**src/rtl/controlador_interrupcoes_pkg.sv**
```systemverilog
// controlador_interrupcoes_pkg: FSM state encoding, channel indices and cause-code helper for the interrupt controller
package controlador_interrupcoes_pkg;
  typedef enum logic [1:0] {OCIOSO, DESVIO, ATENDIMENTO} estado_t;
  localparam int CH_HALT = 0;
  localparam int CH_TIMER = 1;
  function automatic int unsigned codigo_causa(input int unsigned idx);
    return idx + 1;
  endfunction
endpackage

```
**src/rtl/controlador_interrupcoes_temporizador_quantum.sv**
```systemverilog
// temporizador_quantum: reloading quantum counter (set_clock/int_time load, freeze holds, expire pulses on the 1->0 step)
module temporizador_quantum #(
  parameter int TIMER_WIDTH = 16
) (
  input  logic                   clock,
  input  logic                   reset_n,
  input  logic                   set_clock,
  input  logic [TIMER_WIDTH-1:0] int_time,
  input  logic                   freeze,
  output logic                   expire
);
  logic [TIMER_WIDTH-1:0] quantum, counter;
  assign expire = !set_clock && !freeze && quantum != '0 && counter == TIMER_WIDTH'(1);
  always_ff @(posedge clock or negedge reset_n)
    if (!reset_n) begin
      quantum <= '0;
      counter <= '0;
    end else if (set_clock) begin
      quantum <= int_time;
      counter <= int_time;
    end else if (!freeze && quantum != '0)
      counter <= expire ? quantum : counter - TIMER_WIDTH'(1);
endmodule

```
**src/rtl/controlador_interrupcoes.sv**
```systemverilog
// controlador_interrupcoes: edge-latched pending requests, fixed-priority capture to VECTOR_ADDR with saved return PC, cause, mask, quantum timer and in-service lock
module controlador_interrupcoes
  import controlador_interrupcoes_pkg::*;
#(
  parameter int                  ADDR_WIDTH  = 13,
  parameter int                  DATA_WIDTH  = 32,
  parameter int                  NUM_IRQ     = 4,
  parameter int                  TIMER_WIDTH = 16,
  parameter logic [ADDR_WIDTH-1:0] VECTOR_ADDR = '0
) (
  input  logic                   clock,
  input  logic                   reset_n,
  input  logic                   halt,
  input  logic [NUM_IRQ-3:0]     irq_ext,
  input  logic                   set_clock,
  input  logic [TIMER_WIDTH-1:0] int_time,
  input  logic                   mask_write,
  input  logic [NUM_IRQ-1:0]     mask_data,
  input  logic [ADDR_WIDTH-1:0]  pc_next,
  input  logic                   get_interruption,
  input  logic                   os_return,
  output logic                   int_take,
  output logic [ADDR_WIDTH-1:0]  int_vector,
  output logic [ADDR_WIDTH-1:0]  pc_interrup,
  output logic [DATA_WIDTH-1:0]  qual_interrupcao,
  output logic                   in_service,
  output logic [NUM_IRQ-1:0]     pending
);
  localparam int IW = $clog2(NUM_IRQ);
  estado_t state, next_state;
  logic [NUM_IRQ-1:0] mask, events, ativo, clr;
  logic [NUM_IRQ-3:0] ext_prev;
  logic [IW-1:0] idx;
  logic halt_prev, expire, capture;
  function automatic logic [IW-1:0] prioridade(input logic [NUM_IRQ-1:0] v);
    prioridade = '0;
    for (int i = NUM_IRQ - 1; i >= 0; i--)
      if (v[i]) prioridade = IW'(i);
  endfunction
  temporizador_quantum #(.TIMER_WIDTH(TIMER_WIDTH)) u_temporizador (
    .clock(clock),
    .reset_n(reset_n),
    .set_clock(set_clock),
    .int_time(int_time),
    .freeze(state != OCIOSO),
    .expire(expire)
  );
  always_comb begin
    events = {irq_ext & ~ext_prev, 2'b00};
    events[CH_HALT] = halt & ~halt_prev;
    events[CH_TIMER] = expire;
  end
  assign ativo = pending & mask;
  assign idx = prioridade(ativo);
  assign capture = state == OCIOSO && |ativo;
  assign clr = capture ? NUM_IRQ'(1) << idx : '0;
  assign int_take = state == DESVIO;
  assign in_service = state == ATENDIMENTO;
  assign int_vector = VECTOR_ADDR;
  always_ff @(posedge clock or negedge reset_n)
    if (!reset_n) state <= OCIOSO;
    else state <= next_state;
  always_comb begin
    next_state = state;
    case (state)
      OCIOSO:      if (capture) next_state = DESVIO;
      DESVIO:      next_state = ATENDIMENTO;
      ATENDIMENTO: if (os_return) next_state = OCIOSO;
      default:     next_state = OCIOSO;
    endcase
  end
  always_ff @(posedge clock or negedge reset_n)
    if (!reset_n) begin
      halt_prev <= 1'b0;
      ext_prev <= '0;
      pending <= '0;
      mask <= '1;
      qual_interrupcao <= '0;
      pc_interrup <= '0;
    end else begin
      halt_prev <= halt;
      ext_prev <= irq_ext;
      pending <= (pending & ~clr) | events;
      if (mask_write) mask <= mask_data;
      if (capture) pc_interrup <= pc_next;
      if (capture) qual_interrupcao <= DATA_WIDTH'(codigo_causa(32'(idx)));
      else if (get_interruption) qual_interrupcao <= '0;
    end
endmodule

```
**config.mk**
```make
export PLATFORM = sky130hd
export DESIGN_NAME = controlador_interrupcoes
export DESIGN_NICKNAME = d
export VERILOG_FILES = /design/src/rtl/controlador_interrupcoes_pkg.sv /design/src/rtl/controlador_interrupcoes_temporizador_quantum.sv /design/src/rtl/controlador_interrupcoes.sv
export SDC_FILE = /design/constraint.sdc
export NUM_CORES = 1
export LEC_CHECK = 0
export CAP_MARGIN = 5
export CORE_MARGIN = 4
export CORE_UTILIZATION = 42
export DETAILED_ROUTE_END_ITERATION = 7
export HOLD_SLACK_MARGIN = 0.02
export PLACE_DENSITY = 0.77
export SLEW_MARGIN = 20
export SYNTH_ARGS = -nofsm -noshare
export SYNTH_HDL_FRONTEND = slang
export SYNTH_SLANG_ARGS = --single-unit
```
**constraint.sdc**
```tcl
create_clock -name clock -period 2.2 [get_ports clock]
set_input_delay 0.22 -clock clock [delete_from_list [all_inputs] [get_ports clock]]
set_output_delay 0.22 -clock clock [all_outputs]
set_load 0.005 [all_outputs]
```
==> results of run 1 <==
-- cells by family (layout without fill, tap and decap cells) --
logic type      after synthesis  count (layout)  synth area share, %
fa+ha+maj                     2               2                0.753
xor+xnor                      1               1                0.264
buf+inv                      73             134                 13.2
other cells                   1              42                0.113
flops                        61              61                 46.1
compound gates               68              68                 14.6
mux                          26              26                 8.82
simple gates                104             104                 16.1
-- sequential cells by signal, indices dropped and copies added, names as in the netlist --
| signal | count |
|---|---|
| ext_prev | 2 |
| halt_prev | 1 |
| mask | 4 |
| pc_interrup | 13 |
| pending | 4 |
| qual_interrupcao | 3 |
| state | 2 |
| u_temporizador.counter | 16 |
| u_temporizador.quantum | 16 |
-- where the power goes --
group | switching (mW) | internal, mW
Sequential | 0.238 | 1.42
Combinational | 0.735 | 0.994
Clock | 0.456 | 0.671
-- repair_timing --
item / 4_1_cts / 5_1_grt
setup buffers: 0 / 3
gates cloned: 0 / 0
hold buffers: 1 / 0
hold endpoints to repair: 57 / 0
endpoints found under the setup margin: 1 / 13
gates resized for setup: 1 / 13
pin swaps: 0 / 8
-- per-layer routing --
metal	part of all wire [%]	GRT usage, %	up-vias
li1	-	-	1300
met1	39	19.6	1331
met2	49	29.5	124
met3	9.7	7.93	16
met4	2.1	6.48	0
met5	0	0	-
-- cell type report --
cell class / count / area, µm² / area share (%)
Multi-Input combinational cell: 243 / 1560 / 35.1
Sequential cell: 61 / 1530 / 34.5
Timing Repair Buffer: 98 / 923 / 20.8
Clock buffer: 11 / 141 / 3.18
Tap cell: 102 / 128 / 2.87
Clock inverter: 5 / 83.8 / 1.89
Inverter: 20 / 75.1 / 1.69
-- metrics by stage --
stage | setup WS, ns | TNS, ns | util, %
2_1_floorplan | 0.0655 | 0 | -
3_3_place_gp | -0.0180 | -0.0180 | 53.6
3_5_place_dp | -0.0248 | -0.0248 | 53.6
4_1_cts | 0.00559 | 0 | 56.7
5_1_grt | -0.0619 | -0.141 | 57.8
6_report | 0.0322 | 0 | 57.8
-- placed cells by master, fill, tap and decap left out, types with 3 or more instances in the layout --
| cell | instances |
|---|---|
| nand3_1 | 5 |
| or2_2 | 3 |
| nand2_1 | 31 |
| o21ai_0 | 20 |
| a221oi_1 | 4 |
| inv_1 | 20 |
| nor2b_1 | 6 |
| clkdlybuf4s50_1 | 62 |
| dfstp_2 | 4 |
| or4_4 | 3 |
| nor3_1 | 13 |
| conb_1 | 42 |
| or3_1 | 5 |
| o21a_1 | 3 |
| dfrtp_1 | 57 |
| clkbuf_8 | 10 |
| mux2_2 | 26 |
| buf_4 | 30 |
| o31ai_1 | 3 |
| a21oi_1 | 10 |
| nor2_1 | 19 |
-- worst max-delay path, cell delays in order (launching register included) --
cell and delay (ns):
dfrtp_1 0.39, or4_4 0.57, buf_6 0.14, o41ai_4 0.39, buf_4 0.19, nor2_4 0.06
and3_4 0.18, a221oi_2 0.15
-- final timing paths --
kind | from | endpoint | slack [ns] | depth (start not counted)
min in group asynchronous | reset_n | u_temporizador.quantum[2] | 0.42 | 3
hold reg to reg | ext_prev[0] | pending[2] | 0.42 | 1
setup reg to reg | u_temporizador.quantum[7] | u_temporizador.counter[7] | 0.03 | 7
setup / recovery | u_temporizador.quantum[7] | u_temporizador.counter[7] | 0.03 | 7
hold / removal | irq_ext[0] | ext_prev[0] | 0.33 | 1
max in group asynchronous | reset_n | mask[3] | 1.47 | 3
==> out/metrics.yaml, run 1 <==
clk_pin_slew_ns: 0.07
dieArea_um2: 9390
numPortBuffers: 63
insertion_delay_ns: 0.34
drt_iter0_drc: 158
syn_area_per_cell_um2: 9.88
num_rows: 32
grt_overflow_total: 0
clockBufferDepth: 2
ys_seq_area_share_pct: 46.1
post-dp-hpwl_mm: 5.99
timing.fmax_mhz: 461
core_um2: 7690
cp.arrival_ns: 2.42
syn2layout_area_growth_pct: 33.7
initial_core_util_pct: 43.2
grt_pass1_vias: 2865
synth-main-ff-cell: "dfrtp_1"
finalWorstPathRequiredPeriod_ns: 2.17
placed_area_um2: 4120
cts_htree_levels: 3
drt-pass1-iter-count: 4
synth.most_common_cell: "dfrtp_1"
final_area_um2: 4440
min_path_type: "in -> reg"
synth_commonest_cells: "dfrtp_1, buf_4, nand2_1"
path_class: "reg -> reg"
antenna_found_initial: 0
synth-seq-cells: 61
hold_slack_ns: 0.335
vias: 2771
final_hold_viol_count: 0
synth_area_um2: 3320
grt_max_degree: 62
cts_tree: "yes"
grt_pass1_wl_mm: 13.5
synth_edf_count: 0
die_w_um: 96.9
diodes: 0
dpl.cell_count: 520
numClockSinks: 61
peakVddDrop_uv: 706
yosysTopAreaCell: "dfrtp_1"
worst-endpoint-required_ns: 2.45
final_nets: 477
period_share_pct: 98.5
yosysWarnings: 0
maxSlewViolCount: 0
p_total_mw: 4.51
wirelength_mm: 8.30
finalSetupViolCount: 0
p_leak_nw: 1.94
crit_path_start_kind: "register"
fillers: 683
p_per_area_nw_per_um2: 1020
die_y_um: 96.9
synth_top_area_share_pct: 43.0
skew_ns: 0.00933
gp_congestion: 0.862
maxCapViolations: 0
outcome: "finished, final reports clean"
synth_cell_types: 54
finalNonFillerCells: 540
drive_above_1_share_pct: 22.1
track_usage_pct: 17.6
synth.top_cells.by_area: "dfrtp_1, buf_4, mux2_2"
critPathMaxFanout: 7
root_buffer: "clkbuf_8"
ant_nets: 0
end_kind: "register"
drc: 0
syn-instance-count: 336
synthArstFlopShare_pct: 100
wl_per_cell_um: 15.4
io_pins: 106
cts_made_buffers: 9
grt_setup_unrepaired: "yes"
via_per_inst: 5.13
No activity file was read; power rests on OpenSTA's default activity.
==> run 2: changes to the inputs <==
--- a/config.mk
+++ b/config.mk
@@ -5,7 +5,7 @@
 export SDC_FILE = /design/constraint.sdc
 export NUM_CORES = 1
 export LEC_CHECK = 0
-export CAP_MARGIN = 5
+export CAP_MARGIN = 20
 export CORE_MARGIN = 4
 export CORE_UTILIZATION = 42
 export DETAILED_ROUTE_END_ITERATION = 7
==> constraint.sdc (replaced) <==
create_clock -name clock -period 1.85 [get_ports clock]
set_input_delay 0.185 -clock clock [delete_from_list [all_inputs] [get_ports clock]]
set_output_delay 0.185 -clock clock [all_outputs]
set_load 0.005 [all_outputs]
==> out/metrics.yaml, run 2 (synthesis results as in run 1) <==
antenna_found_initial: 0  # unchanged
final_area_um2: 4860  # +9.4%
ant_nets: 0  # unchanged
grt_max_degree: 34  # -45%
critPathMaxFanout: 4  # -3
finalNonFillerCells: 576  # +6.7%
grt_overflow_total: 0  # unchanged
insertion_delay_ns: 0.34  # about the same
path_class: "reg -> reg"
final_hold_viol_count: 0  # unchanged
multi_input_area_um2: 1690  # +8.7%
syn2layout_area_growth_pct: 46.3
cts_made_buffers: 9  # unchanged
die_w_um: 96.9  # unchanged
grt_setup_unrepaired: "yes"
vias: 2904  # +4.8%
drt-pass1-iter-count: 4  # unchanged
maxCapViolations: 0  # unchanged
mostFrequentLayoutCells: "clkdlybuf4s50_1, buf_4, dfrtp_1"
placed_area_um2: 4360  # +5.9%
crit_path_start_kind: "register"
dieArea_um2: 9390  # unchanged
final.setup.tns_ns: -4.39  # -4.39 ns
hold_slack_ns: 0.243  # -0.0922 ns
end_kind: "register"
p_per_area_nw_per_um2: 1200  # +18%
post-dp-hpwl_mm: 6.47  # +8.1%
postLayoutCoreUtil_pct: 63.2  # +5.5 points
clk_pin_slew_ns: 0.08  # about the same
finalSetupViolCount: 17  # +17
register_area_um2: 1530  # unchanged
initial_core_util_pct: 43.2  # unchanged
grt_pass1_wl_mm: 14.5  # +7.4%
fillers: 627  # -8.2%
outcome: "finished with violations"
dpl.cell_count: 550  # +5.8%
diodes: 0  # unchanged
crit_end: "u_temporizador.counter[6]"
skew_ns: 0.00930  # -0.0000311 ns
core_um2: 7690  # unchanged
timing.fmax_mhz: 457  # -0.87%
cts_tree: "yes"
drt_iter0_drc: 208  # +32%
min_path_type: "in -> async"
cts_htree_levels: 3  # unchanged
clockBufferDepth: 2  # unchanged
r2r_slack_ns: -0.34  # -0.37 ns
worst-endpoint-required_ns: 2.07  # -0.38 ns
fin_ws_ns: -0.337  # -0.369 ns
track_usage_pct: 18.7  # +1.2 points
peakVddDrop_uv: 888  # +26%
die_y_um: 96.9  # unchanged
gp_congestion: 0.877  # +1.7%
num_rows: 32  # unchanged
wirelength_mm: 9.00  # +8.4%
period_share_pct: 118  # +20 points
drive_above_1_share_pct: 32.7  # +11 points
finalWorstPathRequiredPeriod_ns: 2.19  # +0.0189 ns
reg2reg_from: "u_temporizador.quantum[14]"
numClockSinks: 61  # unchanged
io_pins: 106  # unchanged
p_total_mw: 5.85  # +30%
maxSlewViolCount: 0  # unchanged
reg_top3: "u_temporizador.counter: 16 flops, u_temporizador.quantum: 16 flops, pc_interrup: 13 flops"
via_per_inst: 5.04  # -1.8%
grt_pass1_vias: 3083  # +7.6%
numPortBuffers: 63  # unchanged
place_ws_ns: -0.330  # -0.306 ns
cp.arrival_ns: 2.41  # about the same
p_leak_nw: 2.17  # +12%
drc: 0  # unchanged
final_nets: 513  # +7.5%
rr_endpoint: "u_temporizador.counter[6]"
wl_per_cell_um: 15.6  # +1.7%
r2r_cells: 7  # unchanged
violations: "setup timing"
timing.critical_path.from: "u_temporizador.quantum[14]"
root_buffer: "clkbuf_8"
run 2: area by class of cell:
| cell class | instances | area share [%] |
|---|---|---|
| clock buffers | 10 | 2.83 |
| flip-flops and latches | 61 | 31.5 |
| multi-input cells | 243 | 34.8 |
| repair buffers | 134 | 24.9 |
| well taps | 102 | 2.63 |
| inverters | 20 | 1.54 |
| clock inverters | 6 | 1.78 |
run 2: per-layer routing:
layer  global-route usage (%)  wire length (µm)  up-vias
met4                     7.45               205        0
met2                     30.4              4410      109
li1                         -                 -     1373
met3                     5.77               655       19
met5                        0                 0        -
met1                     23.3              3730     1403
run 2: where the power goes:
group	total, mW	switching, mW	leakage, nW	internal (mW)
Clock	1.36	0.564	0.112	0.793
Combinational	2.56	1.09	1.34	1.47
Sequential	1.93	0.241	0.719	1.69
Total	5.85	1.90	2.17	3.95
run 2: what timing repair did:
item,4_1_cts,5_1_grt
setup endpoints to repair,17,17
buffers inserted,5,5
pin swaps,10,15
gates resized for setup,26,16
gates cloned,0,0
endpoints found under the hold margin,34,0
hold buffers,1,0
run 2: worst min-delay path by stage:
stage / from / to / slack [ns]
2_1_floorplan: reset_n / ext_prev[0] / -0.11
6_report: reset_n / u_temporizador.quantum[2] / 0.24
4_1_cts: reset_n / u_temporizador.quantum[2] / 0.23
5_1_grt: reset_n / u_temporizador.quantum[2] / 0.26
3_5_place_dp: reset_n / u_temporizador.quantum[2] / 0.08
3_3_place_gp: reset_n / u_temporizador.quantum[2] / 0.07
run 2: critical path, cell delays in order, from the launching register on:
cell	delay (ns)
dfrtp_1	0.39
or4_4	0.56
buf_6	0.14
o41ai_4	0.34
buf_4	0.20
buf_6	0.12
a21oi_2	0.04
o311a_1	0.28
